<file path="config.mk">
export PLATFORM = sky130hd
export DESIGN_NAME = mem_window_fetcher_flat
export DESIGN_NICKNAME = d
export VERILOG_FILES = /design/src/rtl/mem_window_fetcher_pkg.sv /design/src/rtl/mem_window_fetcher_if.sv /design/src/rtl/mem_window_fetcher.sv /design/src/flat_wrapper.sv
export SDC_FILE = /design/constraint.sdc
export NUM_CORES = 1
export LEC_CHECK = 0
export CORE_MARGIN = 5
export CORE_UTILIZATION = 62
export DETAILED_ROUTE_END_ITERATION = 8
export DONT_BUFFER_PORTS = 1
export PLACE_DENSITY = 0.76
export SETUP_SLACK_MARGIN = 0.4
export SLEW_MARGIN = 30
export SYNTH_ARGS = -nofsm -noshare
export SYNTH_HDL_FRONTEND = slang
export SYNTH_SLANG_ARGS = --single-unit
</file>
<file path="constraint.sdc">
create_clock -name clk_i -period 4.5 [get_ports clk_i]
set_clock_uncertainty 0.15 [all_clocks]
set_input_delay 0.9 -clock clk_i [delete_from_list [all_inputs] [get_ports clk_i]]
set_output_delay 0.9 -clock clk_i [all_outputs]
set_load 0.1 [all_outputs]
</file>
<file path="src/rtl/mem_window_fetcher_pkg.sv">
// Shared constants and state encoding for the instruction-window fetcher.
package mem_window_fetcher_pkg;
  localparam int BYTE          = 8;
  localparam int MEM_ADDR_SIZE = 16;
  localparam int WINDOW_BYTES  = 3;

  typedef enum logic [1:0] {
    IDLE,
    FETCH,
    RESP
  } fetch_win_state_t;
endpackage

</file>
<file path="src/rtl/mem_window_fetcher_if.sv">
// CPU request/response and byte-bus signals of the window fetcher.
interface mem_window_fetcher_if #(
  parameter int MEM_ADDR_SIZE = mem_window_fetcher_pkg::MEM_ADDR_SIZE,
  parameter int WINDOW_BYTES  = mem_window_fetcher_pkg::WINDOW_BYTES
);
  import mem_window_fetcher_pkg::*;

  logic                          req_valid_i;
  logic [MEM_ADDR_SIZE-1:0]      req_addr_i;
  logic                          req_ready_o;
  logic                          rsp_valid_o;
  logic [WINDOW_BYTES*BYTE-1:0]  rsp_data_o;
  logic                          flush_i;
  logic                          bus_rd_o;
  logic [MEM_ADDR_SIZE-1:0]      bus_addr_o;
  logic [BYTE-1:0]               bus_data_i;
  logic                          bus_ack_i;

  // master: CPU side plus memory bus; slave: the fetcher itself
  modport master (
    output req_valid_i, req_addr_i, flush_i, bus_data_i, bus_ack_i,
    input  req_ready_o, rsp_valid_o, rsp_data_o, bus_rd_o, bus_addr_o
  );

  modport slave (
    input  req_valid_i, req_addr_i, flush_i, bus_data_i, bus_ack_i,
    output req_ready_o, rsp_valid_o, rsp_data_o, bus_rd_o, bus_addr_o
  );
endinterface

</file>
<file path="src/rtl/mem_window_fetcher.sv">
// Fetches a WINDOW_BYTES instruction window over a byte bus, with a
// one-entry window cache so repeated requests skip the bus entirely.
module mem_window_fetcher #(
  parameter int MEM_ADDR_SIZE = mem_window_fetcher_pkg::MEM_ADDR_SIZE,
  parameter int WINDOW_BYTES  = mem_window_fetcher_pkg::WINDOW_BYTES
) (
  input logic                 clk_i,
  input logic                 rstn_i,
  mem_window_fetcher_if.slave bus
);
  import mem_window_fetcher_pkg::*;

  localparam int CNT_W = (WINDOW_BYTES > 1) ? $clog2(WINDOW_BYTES) : 1;
  localparam int WIN_W = WINDOW_BYTES * BYTE;
  localparam logic [CNT_W-1:0] LAST = CNT_W'(WINDOW_BYTES - 1);

  fetch_win_state_t         state_q;
  logic [MEM_ADDR_SIZE-1:0] base_q;
  logic [MEM_ADDR_SIZE-1:0] cache_base_q;
  logic                     cache_vld_q;
  logic                     flush_pend_q;
  logic [CNT_W-1:0]         cnt_q;
  logic [WIN_W-1:0]         win_q;
  logic                     hit;

  assign hit            = cache_vld_q && (bus.req_addr_i == cache_base_q) && !bus.flush_i;
  assign bus.rsp_data_o = win_q;

  always_ff @(posedge clk_i) begin
    if (!rstn_i) begin
      state_q         <= IDLE;
      bus.req_ready_o <= 1'b1;
      bus.rsp_valid_o <= 1'b0;
      bus.bus_rd_o    <= 1'b0;
      bus.bus_addr_o  <= '0;
      win_q           <= '0;
      cnt_q           <= '0;
      base_q          <= '0;
      cache_base_q    <= '0;
      cache_vld_q     <= 1'b0;
      flush_pend_q    <= 1'b0;
    end else begin
      case (state_q)
        IDLE: begin
          if (bus.flush_i) cache_vld_q <= 1'b0;
          if (bus.req_valid_i) begin
            base_q          <= bus.req_addr_i;
            bus.req_ready_o <= 1'b0;
            if (hit) begin
              state_q         <= RESP;
              bus.rsp_valid_o <= 1'b1;
            end else begin
              state_q        <= FETCH;
              cnt_q          <= '0;
              bus.bus_rd_o   <= 1'b1;
              bus.bus_addr_o <= bus.req_addr_i;
            end
          end
        end
        FETCH: begin
          if (bus.flush_i) begin
            cache_vld_q  <= 1'b0;
            flush_pend_q <= 1'b1;
          end
          if (bus.bus_ack_i && bus.bus_rd_o) begin
            for (int k = 0; k < WINDOW_BYTES; k++) begin
              if (cnt_q == CNT_W'(k)) win_q[k*BYTE +: BYTE] <= bus.bus_data_i;
            end
            cnt_q <= cnt_q + 1'b1;
            if (cnt_q == LAST) begin
              // A flush seen at any point in the fetch keeps this window uncached
              bus.bus_rd_o    <= 1'b0;
              cache_vld_q     <= !(flush_pend_q || bus.flush_i);
              cache_base_q    <= base_q;
              state_q         <= RESP;
              bus.rsp_valid_o <= 1'b1;
            end else begin
              bus.bus_addr_o <= base_q + MEM_ADDR_SIZE'(cnt_q) + MEM_ADDR_SIZE'(1);
            end
          end
        end
        RESP: begin
          if (bus.flush_i) cache_vld_q <= 1'b0;
          bus.rsp_valid_o <= 1'b0;
          bus.req_ready_o <= 1'b1;
          flush_pend_q    <= 1'b0;
          state_q         <= IDLE;
        end
        default: state_q <= IDLE;
      endcase
    end
  end
endmodule

</file>
<file path="src/flat_wrapper.sv">
// flat-port wrapper written by rule: the top's interface ports become plain ports
module mem_window_fetcher_flat import mem_window_fetcher_pkg::*;
#(
  parameter int MEM_ADDR_SIZE = mem_window_fetcher_pkg::MEM_ADDR_SIZE,
  parameter int WINDOW_BYTES  = mem_window_fetcher_pkg::WINDOW_BYTES
)
  (clk_i, rstn_i, bus_req_valid_i, bus_req_addr_i, bus_flush_i, bus_bus_data_i, bus_bus_ack_i, bus_req_ready_o, bus_rsp_valid_o, bus_rsp_data_o, bus_bus_rd_o, bus_bus_addr_o);
  mem_window_fetcher_if #(.MEM_ADDR_SIZE(MEM_ADDR_SIZE), .WINDOW_BYTES(WINDOW_BYTES)) bus_i ();
  input logic clk_i;
  input logic rstn_i;
  input wire logic [$bits(bus_i.req_valid_i)-1:0] bus_req_valid_i;
  input wire logic [$bits(bus_i.req_addr_i)-1:0] bus_req_addr_i;
  input wire logic [$bits(bus_i.flush_i)-1:0] bus_flush_i;
  input wire logic [$bits(bus_i.bus_data_i)-1:0] bus_bus_data_i;
  input wire logic [$bits(bus_i.bus_ack_i)-1:0] bus_bus_ack_i;
  output wire logic [$bits(bus_i.req_ready_o)-1:0] bus_req_ready_o;
  output wire logic [$bits(bus_i.rsp_valid_o)-1:0] bus_rsp_valid_o;
  output wire logic [$bits(bus_i.rsp_data_o)-1:0] bus_rsp_data_o;
  output wire logic [$bits(bus_i.bus_rd_o)-1:0] bus_bus_rd_o;
  output wire logic [$bits(bus_i.bus_addr_o)-1:0] bus_bus_addr_o;
  assign bus_i.req_valid_i = bus_req_valid_i;
  assign bus_i.req_addr_i = bus_req_addr_i;
  assign bus_i.flush_i = bus_flush_i;
  assign bus_i.bus_data_i = bus_bus_data_i;
  assign bus_i.bus_ack_i = bus_bus_ack_i;
  assign bus_req_ready_o = bus_i.req_ready_o;
  assign bus_rsp_valid_o = bus_i.rsp_valid_o;
  assign bus_rsp_data_o = bus_i.rsp_data_o;
  assign bus_bus_rd_o = bus_i.bus_rd_o;
  assign bus_bus_addr_o = bus_i.bus_addr_o;
  mem_window_fetcher #(.MEM_ADDR_SIZE(MEM_ADDR_SIZE), .WINDOW_BYTES(WINDOW_BYTES)) u_core (.clk_i(clk_i), .rstn_i(rstn_i), .bus(bus_i));
endmodule
</file>
==> metrics, run 1 <==
Ports=72; Syn Inst Count=466; DRT Pass-1 Iters=5; CP Capture Type=register; total track usage=0.225; static leakage=1.42 nW; Power Internal=1.09 mW; max_slew headroom=0.333; via/cell ratio=5.93; total vias in the final route=3119; Layout Nets=479; TritonCTS clock tree=yes; Tightest Pin Transition=0.999 ns; Hold Crit Class=register to register; Reg clk slew, reported paths=0.09 ns; Synth cell types=48; number of remaining DRC errors=0; CTS Buffer Depth=2; final hold slack=0.326 ns; DRT Wirelength=9.09 mm; Reg2Reg Depth=5; wire per inst=17.3 um; Skew-Pair Late Insertion Delay=0.35 ns; # clock sinks=81; die area=8050 um^2; final setup vio count=0; Horiz. Die Dim=89.7 um; Antenna diodes=0; required time of the worst setup path=4.64 ns; die height=89.7 um; largest area contributor in the netlist=dfxtp_1; gr ovfl total=0; P per Cell Area=384 nW/um^2; Area growth, synth to finish=3.33%; Final Power=1.56 mW; CTS root buf=clkbuf_8; sequential area share after synthesis=0.412; final count of hold timing violations=0; port bufs=0; row cnt=29; Clk pwr share=0.363; initial antenna violation count=0; Avg Inst Size Synth=8.45 um^2; RSZ-0062 raised after global routing=no; H-tree depth=3; Detailed Place HPWL=6.14 mm; Post-synth EDFFs=0; critical path class=register to register; first-pass GRT wire length=15.0 mm; Post-CTS Resized=0; # hold bufs at CTS=0; Ys Warns=0; outcome=complete, no violations; routability cong.=0.869; CP Max Fanout=24; maximum vdd drop=263 uV; period utilisation layout=0.629; hold path cells=2; Max Fclk=353 MHz; Final Core Density=0.649; core area=6280 um^2; Async SR Flop Fraction=0; fraction of layout cells with a size suffix above 1=0.0512; Starting Density=0.628; TritonCTS Buffers=9; Final Max Tran Viols=0; number of global-route vias before repair=2918; syn_nets=501; ANT nets after route=0; Setup Buffers After CTS=0; Initial DRC Count=230; Critical Path Source Type=register; largest net degree at the start of global routing=99; CP Data Arrival Time=2.97 ns; Cell Area, Synth=3940 um^2; total negative slack=0 ns; dominant cells by area after synthesis=dfxtp_1 (41%), nand2_1 (12%), a21boi_0 (9.7%); top cell type's share of synthesized area=0.412; Flop pwr share=0.562; Sw Share=0.306; synthesized flop and latch total=81; net switching power=0.478 mW; # Max-Cap Violations=0; min cycle time layout=2.83 ns; Logic pwr share=0.076; Main synth FF type=dfxtp_1
[flip-flops by register name, indices dropped and copies added (netlist names)]
signal	count
u_core.bus.rsp_data_o	24
u_core.cnt_q	2
u_core.base_q	16
u_core.bus.bus_rd_o	1
u_core.bus.rsp_valid_o	1
u_core.flush_pend_q	1
u_core.bus.bus_addr_o	16
u_core.state_q	2
u_core.bus.req_ready_o	1
u_core.cache_vld_q	1
u_core.cache_base_q	16
[worst max-delay path: stages, from the launching register on]
cell      delay, ns
dfxtp_1        0.54
nor2b_1        0.21
and3_1         0.66
and2_1         0.87
nand2_1        0.15
a21boi_0       0.18
[logic make-up after synthesis]
| kind of cell | after synthesis | synth area share |
|---|---|---|
| AND/OR/NAND/NOR | 192 | 0.223 |
| multiplexers | 16 | 0.0406 |
| AO/OA/AOI/OAI | 103 | 0.189 |
| adder cells (fa/ha/maj) | 6 | 0.0210 |
| XOR/XNOR | 26 | 0.0578 |
| buffers and inverters | 42 | 0.0572 |
| flip-flops | 81 | 0.412 |
[layer usage]
metal  track usage  part of all wire  vias up  routed length, um
li1              -                 -     1537                  -
met1         0.297              0.43     1468               3920
met2         0.351              0.46      100               4190
met3        0.0634             0.088       14                797
met4        0.0781             0.020        0                181
met5             0                 0        -                  0
[final cells by class]
type / instances / area, um^2
clock buffer: 11 / 151
clock inverter: 5 / 63.8
fill: 525 / 2210
inverter: 6 / 22.5
multi-input combinational: 343 / 2090
sequential: 81 / 1620
tap: 77 / 96.3
timing repair buffer: 3 / 22.5
[cell usage in the layout (no fill, tap or decap), types with 3 or more instances in the layout]
| master | instances |
|---|---|
| nor2b_1 | 5 |
| o211ai_1 | 11 |
| buf_4 | 3 |
| nor4_1 | 3 |
| a21boi_1 | 5 |
| inv_1 | 6 |
| nand3_1 | 20 |
| nand2b_1 | 7 |
| ha_1 | 5 |
| nor3_1 | 4 |
| xor2_1 | 8 |
| dfxtp_1 | 81 |
| clkbuf_8 | 11 |
| nand4_1 | 8 |
| o21ai_0 | 12 |
| mux2i_1 | 16 |
| nand2_1 | 128 |
| o21a_1 | 5 |
| and3_1 | 3 |
| clkinv_4 | 3 |
| a21oi_1 | 5 |
| a21boi_0 | 51 |
| xnor2_1 | 18 |
| o2111ai_1 | 3 |
[worst paths after layout]
path,from,endpoint,slack (ns)
worst max-delay path,u_core.state_q[0]$_SDFFE_PN0P_,u_core.bus.rsp_data_o[17]$_SDFFE_PN0P_,1.67
worst min register to register,u_core.cache_base_q[2]$_SDFFE_PN0P_,u_core.cache_base_q[2]$_SDFFE_PN0P_,0.33
worst min-delay path,u_core.cache_base_q[2]$_SDFFE_PN0P_,u_core.cache_base_q[2]$_SDFFE_PN0P_,0.33
worst max register to register,u_core.state_q[0]$_SDFFE_PN0P_,u_core.bus.rsp_data_o[17]$_SDFFE_PN0P_,1.67
[cell usage after synthesis, drive strengths merged (2+ instances only)]
cell type  instances
nor2b              5
and3               3
and4               2
a21boi            56
nor3               4
nor4               4
nand4              8
dfxtp             81
or3                2
nand2            128
xor2               8
xnor2             18
o21ai             12
o211ai            11
a21oi              5
and2               2
o21a               5
nand2b             8
a22oi              2
mux2i             16
buf               14
ha                 5
o2111ai            3
inv                6
nand3             20
clkbuf            22
nor2               2
[power by group through the flow]
stage	combinational, mW	clock [mW]	sequential (mW)
after floorplan	0.112	0	0.889
after global placement	0.114	0	0.894
after detailed placement	0.118	0	0.895
final	0.118	0.567	0.878
after global routing	0.130	0.608	0.882
after CTS	0.118	0.573	0.878
[stage by stage]
stage / std cells / area [um^2] / setup slack (ns)
4_1_cts: 526 / 4070 / 1.70
5_1_grt: 526 / 4070 / 1.36
2_1_floorplan: 466 / 3940 / 2.18
3_5_place_dp: 510 / 3860 / 1.59
6_report: 526 / 4070 / 1.67
3_3_place_gp: 510 / 3860 / 1.62
(Power assumes the default switching activity.)
==> inputs of run 2 (changes only) <==
--- a/config.mk
+++ b/config.mk
@@ -6,10 +6,10 @@
 export NUM_CORES = 1
 export LEC_CHECK = 0
 export CORE_MARGIN = 5
-export CORE_UTILIZATION = 62
+export CORE_UTILIZATION = 57
 export DETAILED_ROUTE_END_ITERATION = 8
 export DONT_BUFFER_PORTS = 1
-export PLACE_DENSITY = 0.76
+export PLACE_DENSITY = 0.73
 export SETUP_SLACK_MARGIN = 0.4
 export SLEW_MARGIN = 30
 export SYNTH_ARGS = -nofsm -noshare
==> constraint.sdc (replaced) <==
create_clock -name clk_i -period 2.42 [get_ports clk_i]
set_clock_uncertainty 0.15 [all_clocks]
set_input_delay 0.484 -clock clk_i [delete_from_list [all_inputs] [get_ports clk_i]]
set_output_delay 0.484 -clock clk_i [all_outputs]
set_load 0.1 [all_outputs]
==> metrics, run 2 (same netlist as run 1, synthesis figures left out) <==
CTS Buffer Depth=2 (unchanged); total track usage=0.231 (+0.00575); net switching power=0.902 mW (+89%); critical path class=register to register; Horiz. Die Dim=93.1 um (+3.8%); Crit-path slowest cell=dfxtp_1; CTS root buf=clkbuf_8; DRT Wirelength=9.75 mm (+7.2%); Sw Share=0.290 (-0.0160); DRT Pass-1 Iters=5 (unchanged); Ports=72 (unchanged); via/cell ratio=5.71 (-3.7%); Largest register FFs=24 (unchanged); worst path cell trace=and4_1, o211ai_1, o31a_1, o311ai_1, mux2i_1; hold path cells=1 (-1); Reg clk slew, reported paths=0.08 ns (about the same); ANT nets after route=0 (unchanged); Tightest Pin Transition=0.692 ns (-0.307 ns); Hold Crit Class=primary input to register; outcome=complete, no violations; core area=6760 um^2 (+7.6%); Detailed Place HPWL=6.62 mm (+8.0%); fraction of layout cells with a size suffix above 1=0.176 (+0.124); final count of hold timing violations=0 (unchanged); Layout Nets=531 (+11%); commonest non-fill, non-tap cells in the layout=nand2_1 (127), dfxtp_1 (76), a21boi_0 (51); Final Max Tran Viols=0 (unchanged); total vias in the final route=3318 (+6.4%); Power Internal=2.21 mW (+100%); H-tree depth=3 (unchanged); row cnt=30 (+3.4%); period utilisation layout=0.807 (+0.178); CP top delay family=compound AO/OA/AOI/OAI gates; Max Fclk=512 MHz (+45%); number of remaining DRC errors=0 (unchanged); RSZ-0062 raised after global routing=yes; number of global-route vias before repair=3071 (+5.2%); routability cong.=0.867 (-0.22%); largest net degree at the start of global routing=99 (unchanged); first-pass GRT wire length=15.8 mm (+5.2%); required time of the worst setup path=2.51 ns (-2.13 ns); maximum vdd drop=358 uV (+36%); Area growth, synth to finish=16.3%; initial antenna violation count=0 (unchanged); gr ovfl total=0 (unchanged); slowest stage delay, CP=0.48 ns (-0.39 ns); wire per inst=16.8 um (-3.0%); commonest non-fill, non-tap cell in the layout=nand2_1; min cycle time layout=1.95 ns (-0.878 ns); CP Max Fanout=8 (-67%); CP Capture Type=register; TritonCTS Buffers=9 (unchanged); CP Buf/Inv Count=0 (unchanged); cell count along the critical path=5 (unchanged); Logic pwr share=0.158 (+0.082); final setup vio count=0 (unchanged); Initial DRC Count=217 (-5.7%); Flop pwr share=0.456 (-0.106); final hold slack=0.0767 ns (-0.249 ns); port bufs=0 (unchanged); Clk pwr share=0.386 (+0.023); static leakage=1.74 nW (+23%); Antenna diodes=0 (unchanged); # clock sinks=81 (unchanged); Reg2Reg Depth=5 (unchanged); CP Data Arrival Time=2.04 ns (-0.93 ns); P per Cell Area=680 nW/um^2 (+77%); die area=8680 um^2 (+7.8%); # Max-Cap Violations=0 (unchanged); die height=93.1 um (+3.8%); Skew-Pair Late Insertion Delay=0.36 ns (about the same); max_slew headroom=0.539 (+0.206); Critical Path Source Type=register; total negative slack=0 ns (unchanged); Starting Density=0.583 (-0.0445); TritonCTS clock tree=yes
## run 2: through the flow
stage	cell area, um^2	cells	total power [mW]	worst slack (ns)	utilization
2_1_floorplan	3960	466	1.86	0.439	-
3_3_place_gp	4270	563	1.93	0.358	0.633
3_5_place_dp	4270	563	1.94	0.283	0.633
4_1_cts	4540	579	3.13	0.423	0.673
5_1_grt	4580	581	3.22	0.385	0.678
6_report	4580	581	3.11	0.466	0.678
## run 2: power by group through the flow
stage | clock network [mW] | registers [mW] | logic [mW]
3_5_place_dp | 0 | 1.45 | 0.487
6_report | 1.20 | 1.42 | 0.493
4_1_cts | 1.22 | 1.42 | 0.491
5_1_grt | 1.27 | 1.43 | 0.517
3_3_place_gp | 0 | 1.45 | 0.481
2_1_floorplan | 0 | 1.65 | 0.208
## run 2: path summary, 6_finish.rpt
check | startpoint | to | slack [ns]
max | u_core.base_q[2]$_SDFFE_PN0P_ | u_core.bus.bus_addr_o[15]$_SDFFE_PN0P_ | 0.47
min | rstn_i | u_core.bus.req_ready_o$_SDFFE_PN1P_ | 0.08
max reg2reg | u_core.base_q[2]$_SDFFE_PN0P_ | u_core.bus.bus_addr_o[15]$_SDFFE_PN0P_ | 0.47
min reg2reg | u_core.bus.bus_addr_o[9]$_SDFFE_PN0P_ | u_core.bus.bus_addr_o[9]$_SDFFE_PN0P_ | 0.32
## run 2: timing repair
item / 4_1_cts / 5_1_grt
buffers inserted: 0 / 2
pin swaps: 1 / 4
setup endpoints to repair: 30 / 29
hold buffers: 0 / 0
resized for setup: 8 / 9
## run 2: routing by layer
metal	up-vias	wire (um)	global-route usage
met5	-	0	0
met4	0	199	0.0977
met3	16	824	0.0644
met2	112	4580	0.365
met1	1553	4140	0.294
li1	1637	-	-
## run 2: final cells by class
class | count | area, um^2
repair buffers | 55 | 453
well taps | 80 | 100
clock inverters | 7 | 119
multi-input cells | 343 | 2130
flip-flops and latches | 81 | 1630
clock buffers | 9 | 124
inverters | 6 | 22.5
fillers | 563 | 2180
==> inputs of run 3 (changes only) <==
==> constraint.sdc (replaced) <==
create_clock -name clk_i -period 1.66 [get_ports clk_i]
set_clock_uncertainty 0.15 [all_clocks]
set_input_delay 0.332 -clock clk_i [delete_from_list [all_inputs] [get_ports clk_i]]
set_output_delay 0.332 -clock clk_i [all_outputs]
set_load 0.1 [all_outputs]
==> metrics, run 3 (same netlist as run 1, synthesis figures left out) <==
Area growth, synth to finish=57.6%; commonest non-fill, non-tap cell in the layout=nand2_1; die height=93.1 um (unchanged); ANT nets after route=0 (unchanged); CP Capture Type=register; Tightest Pin Transition=0.634 ns (-0.0572 ns); RSZ-0062 raised after global routing=yes; Final Max Tran Viols=0 (unchanged); CTS root buf=clkbuf_8; initial antenna violation count=0 (unchanged); H-tree depth=3 (unchanged); port bufs=0 (unchanged); Starting Density=0.583 (unchanged); period utilisation layout=1.34 (+0.535); worst path cell trace=xnor2_2, nand4_1, nor4_4, a21bo_4, clkbuf_16, mux2i_1; total track usage=0.339 (+0.109); Hold Crit Class=primary input to register; final hold slack=-0.0742 ns (-0.151 ns); Skew-Pair Late Insertion Delay=0.37 ns (about the same); total vias in the final route=4430 (+34%); Reg clk slew, reported paths=0.08 ns (about the same); TritonCTS Buffers=9 (unchanged); CP Max Fanout=8 (unchanged); core area=6760 um^2 (unchanged); DRT Pass-1 Iters=8 (+3); CTS Buffer Depth=2 (unchanged); slowest stage delay, CP=0.45 ns (-0.03 ns); post-route insts no fill=634 (+9.1%); final count of hold timing violations=57 (+57); static leakage=2.29 nW (+32%); Critical Path Source Type=register; Ports=72 (unchanged); failing checks=hold timing, setup timing; number of fill cells in the layout=228 (-60%); Initial DRC Count=662 (+210%); TritonCTS clock tree=yes; min cycle time layout=2.23 ns (+0.274 ns); # hold bufs at CTS=24 (+24); fraction of layout cells with a size suffix above 1=0.587 (+0.411); gr ovfl total=0 (unchanged); CP Data Arrival Time=2.36 ns (+0.32 ns); required time of the worst setup path=1.79 ns (-0.72 ns); Layout Nets=585 (+10%); routability cong.=0.910 (+5.0%); max_slew headroom=0.574 (+0.0349); largest net degree at the start of global routing=99 (unchanged); Horiz. Die Dim=93.1 um (unchanged); P per Cell Area=743 nW/um^2 (+9.3%); Final Power=4.61 mW (+48%); critical path class=register to register; number of global-route vias before repair=4176 (+36%); die area=8680 um^2 (unchanged); DP Cell Count=561 (-0.36%); commonest non-fill, non-tap cells in the layout=nand2_1 (60), buf_4 (45), nand2_2 (41), a21boi_2 (41), dfxtp_4 (39); slack of the critical path=-0.568 ns (-1.03 ns); Detailed Place HPWL=7.22 mm (+9.0%); final setup vio count=60 (+60); # clock sinks=81 (unchanged); Crit-path slowest cell=nor4_4; Largest register FFs=24 (unchanged); Antenna diodes=0 (unchanged); number of remaining DRC errors=0 (unchanged); wire per inst=28.8 um (+72%); DRT Wirelength=18.3 mm (+87%); row cnt=30 (unchanged); Max Fclk=449 MHz (-12%); via/cell ratio=6.99 (+22%); # Max-Cap Violations=0 (unchanged); first-pass GRT wire length=22.7 mm (+44%); maximum vdd drop=896 uV (+150%); outcome=complete, but fails checks
## run 3: cell types whose count changed in the layout (fill, tap and decap cells not counted), sizes merged
| cell | change |
|---|---|
| clkinvlp | -1 |
| clkbuf | +3 |
| buf | +26 |
| and2 | +3 |
| clkinv | +1 |
| dlygate4sd3 | +24 |
| bufinv | -3 |
## run 3: final timing paths
path	to	slack, ns	startpoint	cells past startpoint
worst max-delay path	u_core.bus.bus_addr_o[1]$_SDFFE_PN0P_	-0.57	u_core.cache_base_q[14]$_SDFFE_PN0P_	6
worst min-delay path	u_core.bus.req_ready_o$_SDFFE_PN1P_	-0.07	rstn_i	1
worst max register to register	u_core.bus.bus_addr_o[1]$_SDFFE_PN0P_	-0.57	u_core.cache_base_q[14]$_SDFFE_PN0P_	6
worst min register to register	u_core.cache_base_q[11]$_SDFFE_PN0P_	0.33	u_core.cache_base_q[11]$_SDFFE_PN0P_	2
## run 3: metrics by stage
step	hold WS (ns)	setup WS (ns)	util	cell area, um^2	TNS (ns)
2_1_floorplan	0.282	-0.189	-	4160	-1.43
3_3_place_gp	0.270	-0.205	0.653	4410	-2.82
3_5_place_dp	0.272	-0.267	0.653	4410	-3.10
4_1_cts	-0.107	-0.232	0.837	5660	-2.92
5_1_grt	-0.0695	-0.693	0.919	6210	-18.30
6_report	-0.0742	-0.568	0.919	6210	-14.02
## run 3: routing by layer
| metal | up-vias | part of all wire | track usage | wire length [um] |
|---|---|---|---|---|
| met5 | - | 0 | 0 | 0 |
| met4 | 0 | 0.076 | 0.187 | 1390 |
| met3 | 150 | 0.11 | 0.0965 | 2050 |
| met2 | 396 | 0.47 | 0.564 | 8630 |
| met1 | 2112 | 0.34 | 0.392 | 6180 |
| li1 | 1772 | - | - | - |
## run 3: power breakdown
part           leakage [nW]  internal (mW)  switching, mW  total, mW
Clock                0.0963          0.666          0.792       1.46
Combinational          1.50          0.404          0.420      0.824
Sequential            0.696           1.98          0.352       2.33
## run 3: worst max-delay path, delay by kind of cell (launching register included)
kind / cells / cell delay (ns)
flops: 1 / 0.35
simple gates: 2 / 0.80
compound gates: 1 / 0.23
mux: 1 / 0.21
buf+inv: 1 / 0.18
xor+xnor: 1 / 0.21
## run 3: cell type report
type,count,area (um^2),share of cell area
multi-input combinational,346,2940,0.474
inverter,6,22.5,0.00363
clock buffer,11,163,0.0262
timing repair buffer,106,1160,0.187
tap,80,100,0.0161
clock inverter,4,26.3,0.00423
sequential,81,1790,0.288
## run 3: what timing repair did
| item | CTS | global route |
|---|---|---|
| pin swaps | 80 | 51 |
| gates cloned | 8 | 1 |
| resized for setup | 160 | 121 |
| endpoints found under the hold margin | 81 | 56 |
| setup endpoints to repair | 123 | 123 |
| setup buffers | 17 | 8 |
==> RTL change: new RTL, settings of run 1 <==
Re-encode `fetch_win_state_t` (3 states) as one-hot, 3 bits wide.
--- a/src/rtl/mem_window_fetcher_pkg.sv
+++ b/src/rtl/mem_window_fetcher_pkg.sv
@@ -4,10 +4,10 @@
   localparam int MEM_ADDR_SIZE = 16;
   localparam int WINDOW_BYTES  = 3;
 
-  typedef enum logic [1:0] {
-    IDLE,
-    FETCH,
-    RESP
+  typedef enum logic [2:0] {
+    IDLE  = 3'b001,
+    FETCH = 3'b010,
+    RESP  = 3'b100
   } fetch_win_state_t;
 endpackage
 
Function: no difference found for any inputs over 4 cycles, from zero or initial values and one cycle with rstn_i low; so few cycles prove little.
==> RTL change against run 1 <==
- worst setup slack improved by 0.22 ns
- design area rose by 2.0%
- global-route usage rose by 1.0 points
- area after synthesis fell by 1.2%
- wire length fell by 0.64%
- cell count fell by 0.19%
- sequential cell count rose by 1
- power rose by 8.4%
==> RTL change: results (changes against run 1) <==
[run_status]
status = finished clean  ; unchanged

[power_and_ir_drop]
power.leakage_nw = 1.61  ; was 1.42 nW
vdd_drop_max_uv = 303  ; was 263 uV

[route]
wire_per_inst_um = 17.2  ; was 17.3 um
drtPass1Iterations = 5  ; unchanged
routed_via_density = 5.92  ; was 5.93
drt_iter0_drc = 222  ; was 230

[worst_hold_path]
hold_class = flop to flop  ; unchanged
hold_start = u_core.cache_base_q[12]$_SDFFE_PN0P_  ; was u_core.cache_base_q[2]$_SDFFE_PN0P_

[synthesis]
netlist_instances = 455  ; was 466
synth_nets = 490  ; was 501
ys_top_cells_by_area = dfxtp_1, nand2_1, mux2i_1  ; was dfxtp_1, nand2_1, a21boi_0
yosysWarnings = 0  ; unchanged
ys_types = 38  ; was 48
synth-main-ff-cell = dfxtp_1  ; unchanged
yosys-top-cells-count = nand2_1, dfxtp_1, a21boi_0, mux2i_1, xor2_1  ; was nand2_1, dfxtp_1, a21boi_0, clkbuf_1, nand3_1
async_reset_ff_share_pct = 0  ; unchanged
yosysSeqAreaShare_pct = 42.2  ; was 41.2%

[clock_tree]
clk_path_buf_depth = 2  ; unchanged
clk_pin_slew_ns = 0.08
cts.root.buffer_cell = clkbuf_8  ; unchanged
h-tree-depth = 3  ; unchanged
clock_latency_ns = 0.35  ; about the same
post-cts-setup-buffers = 0  ; unchanged
cts_buffers = 9  ; unchanged
cts_resized = 0  ; unchanged

[worst_setup_path]
cp_slowest_stage_delay_ns = 0.57  ; was 0.87 ns
critPathTopFamily = simple AND/OR/NAND/NOR gates  ; unchanged
crit_slowest_cell = a21oi_4  ; was and2_1
timing.rr.start = u_core.cnt_q[0]$_SDFFE_PN0P_  ; was u_core.state_q[0]$_SDFFE_PN0P_
cp.arrival_ns = 2.74  ; was 2.97 ns
startpoint = bus_req_addr_i[4]  ; was u_core.state_q[0]$_SDFFE_PN0P_
worst-path-max-fanout = 16  ; was 24

[global_route]
grt.overflow.total = 0  ; unchanged
grt_max_degree = 101  ; was 99
grt_pass1_vias = 2925  ; was 2,918
track_usage_pct = 23.5  ; was 22.5%
grt_pass1_wl_mm = 14.4  ; was 15.0 mm
grt_antenna_before_repair = 0  ; unchanged

[cells_and_area]
drive_gt1_share_pct = 5.11  ; was 5.12%
largest_reg_flops = 24  ; unchanged
fin_cells = 525  ; was 526
num_antenna_cells = 0  ; unchanged
nets = 480  ; was 479

[timing]
worstMarginPinSlew_ns = 1.00  ; was 0.999 ns

[place]
port_buffers = 0  ; unchanged
post-dp-hpwl_mm = 6.11  ; was 6.14 mm
place_congestion = 0.866  ; was 0.869
post-place-cells = 509  ; was 510

## RTL change: area by class of cell
type | instances | area (um^2)
multi-input cells | 343 | 2120
fillers | 498 | 1870
flip-flops and latches | 82 | 1640
repair buffers | 4 | 30.0
well taps | 75 | 93.8
clock inverters | 6 | 113
clock buffers | 10 | 138
inverters | 5 | 18.8
## RTL change: metal layers
layer  wire [um]  GRT usage, %  vias up
li1            -             -     1522
met1        3960          32.1     1461
met2        4070          36.0      114
met3         911          7.10       11
met4         103          6.90        0
met5           0             0        -
## RTL change: final timing paths
kind	to	slack, ns	depth (start not counted)
setup / recovery	u_core.bus.bus_addr_o[0]$_SDFFE_PN0P_	1.89	6
hold / removal	u_core.cache_base_q[12]$_SDFFE_PN0P_	0.33	2
setup reg to reg	u_core.bus.bus_addr_o[14]$_SDFFE_PN0P_	1.90	9
hold reg to reg	u_core.cache_base_q[12]$_SDFFE_PN0P_	0.33	2
## RTL change: worst reg2reg max path: cells and delay by family (launching register included)
family	cells	cell delay, ns
mux	1	0.12
flops	1	0.37
buf+inv	1	0.10
compound gates	1	0.22
fa+ha+maj	2	0.66
simple gates	4	0.87
## RTL change: kinds of logic (layout without fill, tap and decap cells)
kind of cell	after synthesis	after routing	synth area share, %
buffers and inverters	30	25	3.50
AND/OR/NAND/NOR	191	191	22.0
adder cells (fa/ha/maj)	6	6	2.12
AO/OA/AOI/OAI	86	86	15.6
flip-flops	82	82	42.2
XOR/XNOR	26	26	5.85
multiplexers	34	34	8.74
## RTL change: power by group
part           total, W  internal, W  leakage [nW]  switching [W]
combinational  0.000137    0.0000593         0.820      0.0000774
sequential     0.000903     0.000757         0.666       0.000147
clock          0.000655     0.000386         0.127       0.000269
total           0.00169      0.00120          1.61       0.000493
## RTL change: metrics by stage
step | setup WS, ns | instance area, um^2
floorplan | 1.87 | 3890
global placement | 1.59 | 3900
detailed placement | 1.53 | 3900
CTS | 1.88 | 4150
global route | 1.77 | 4150
finish | 1.89 | 4150
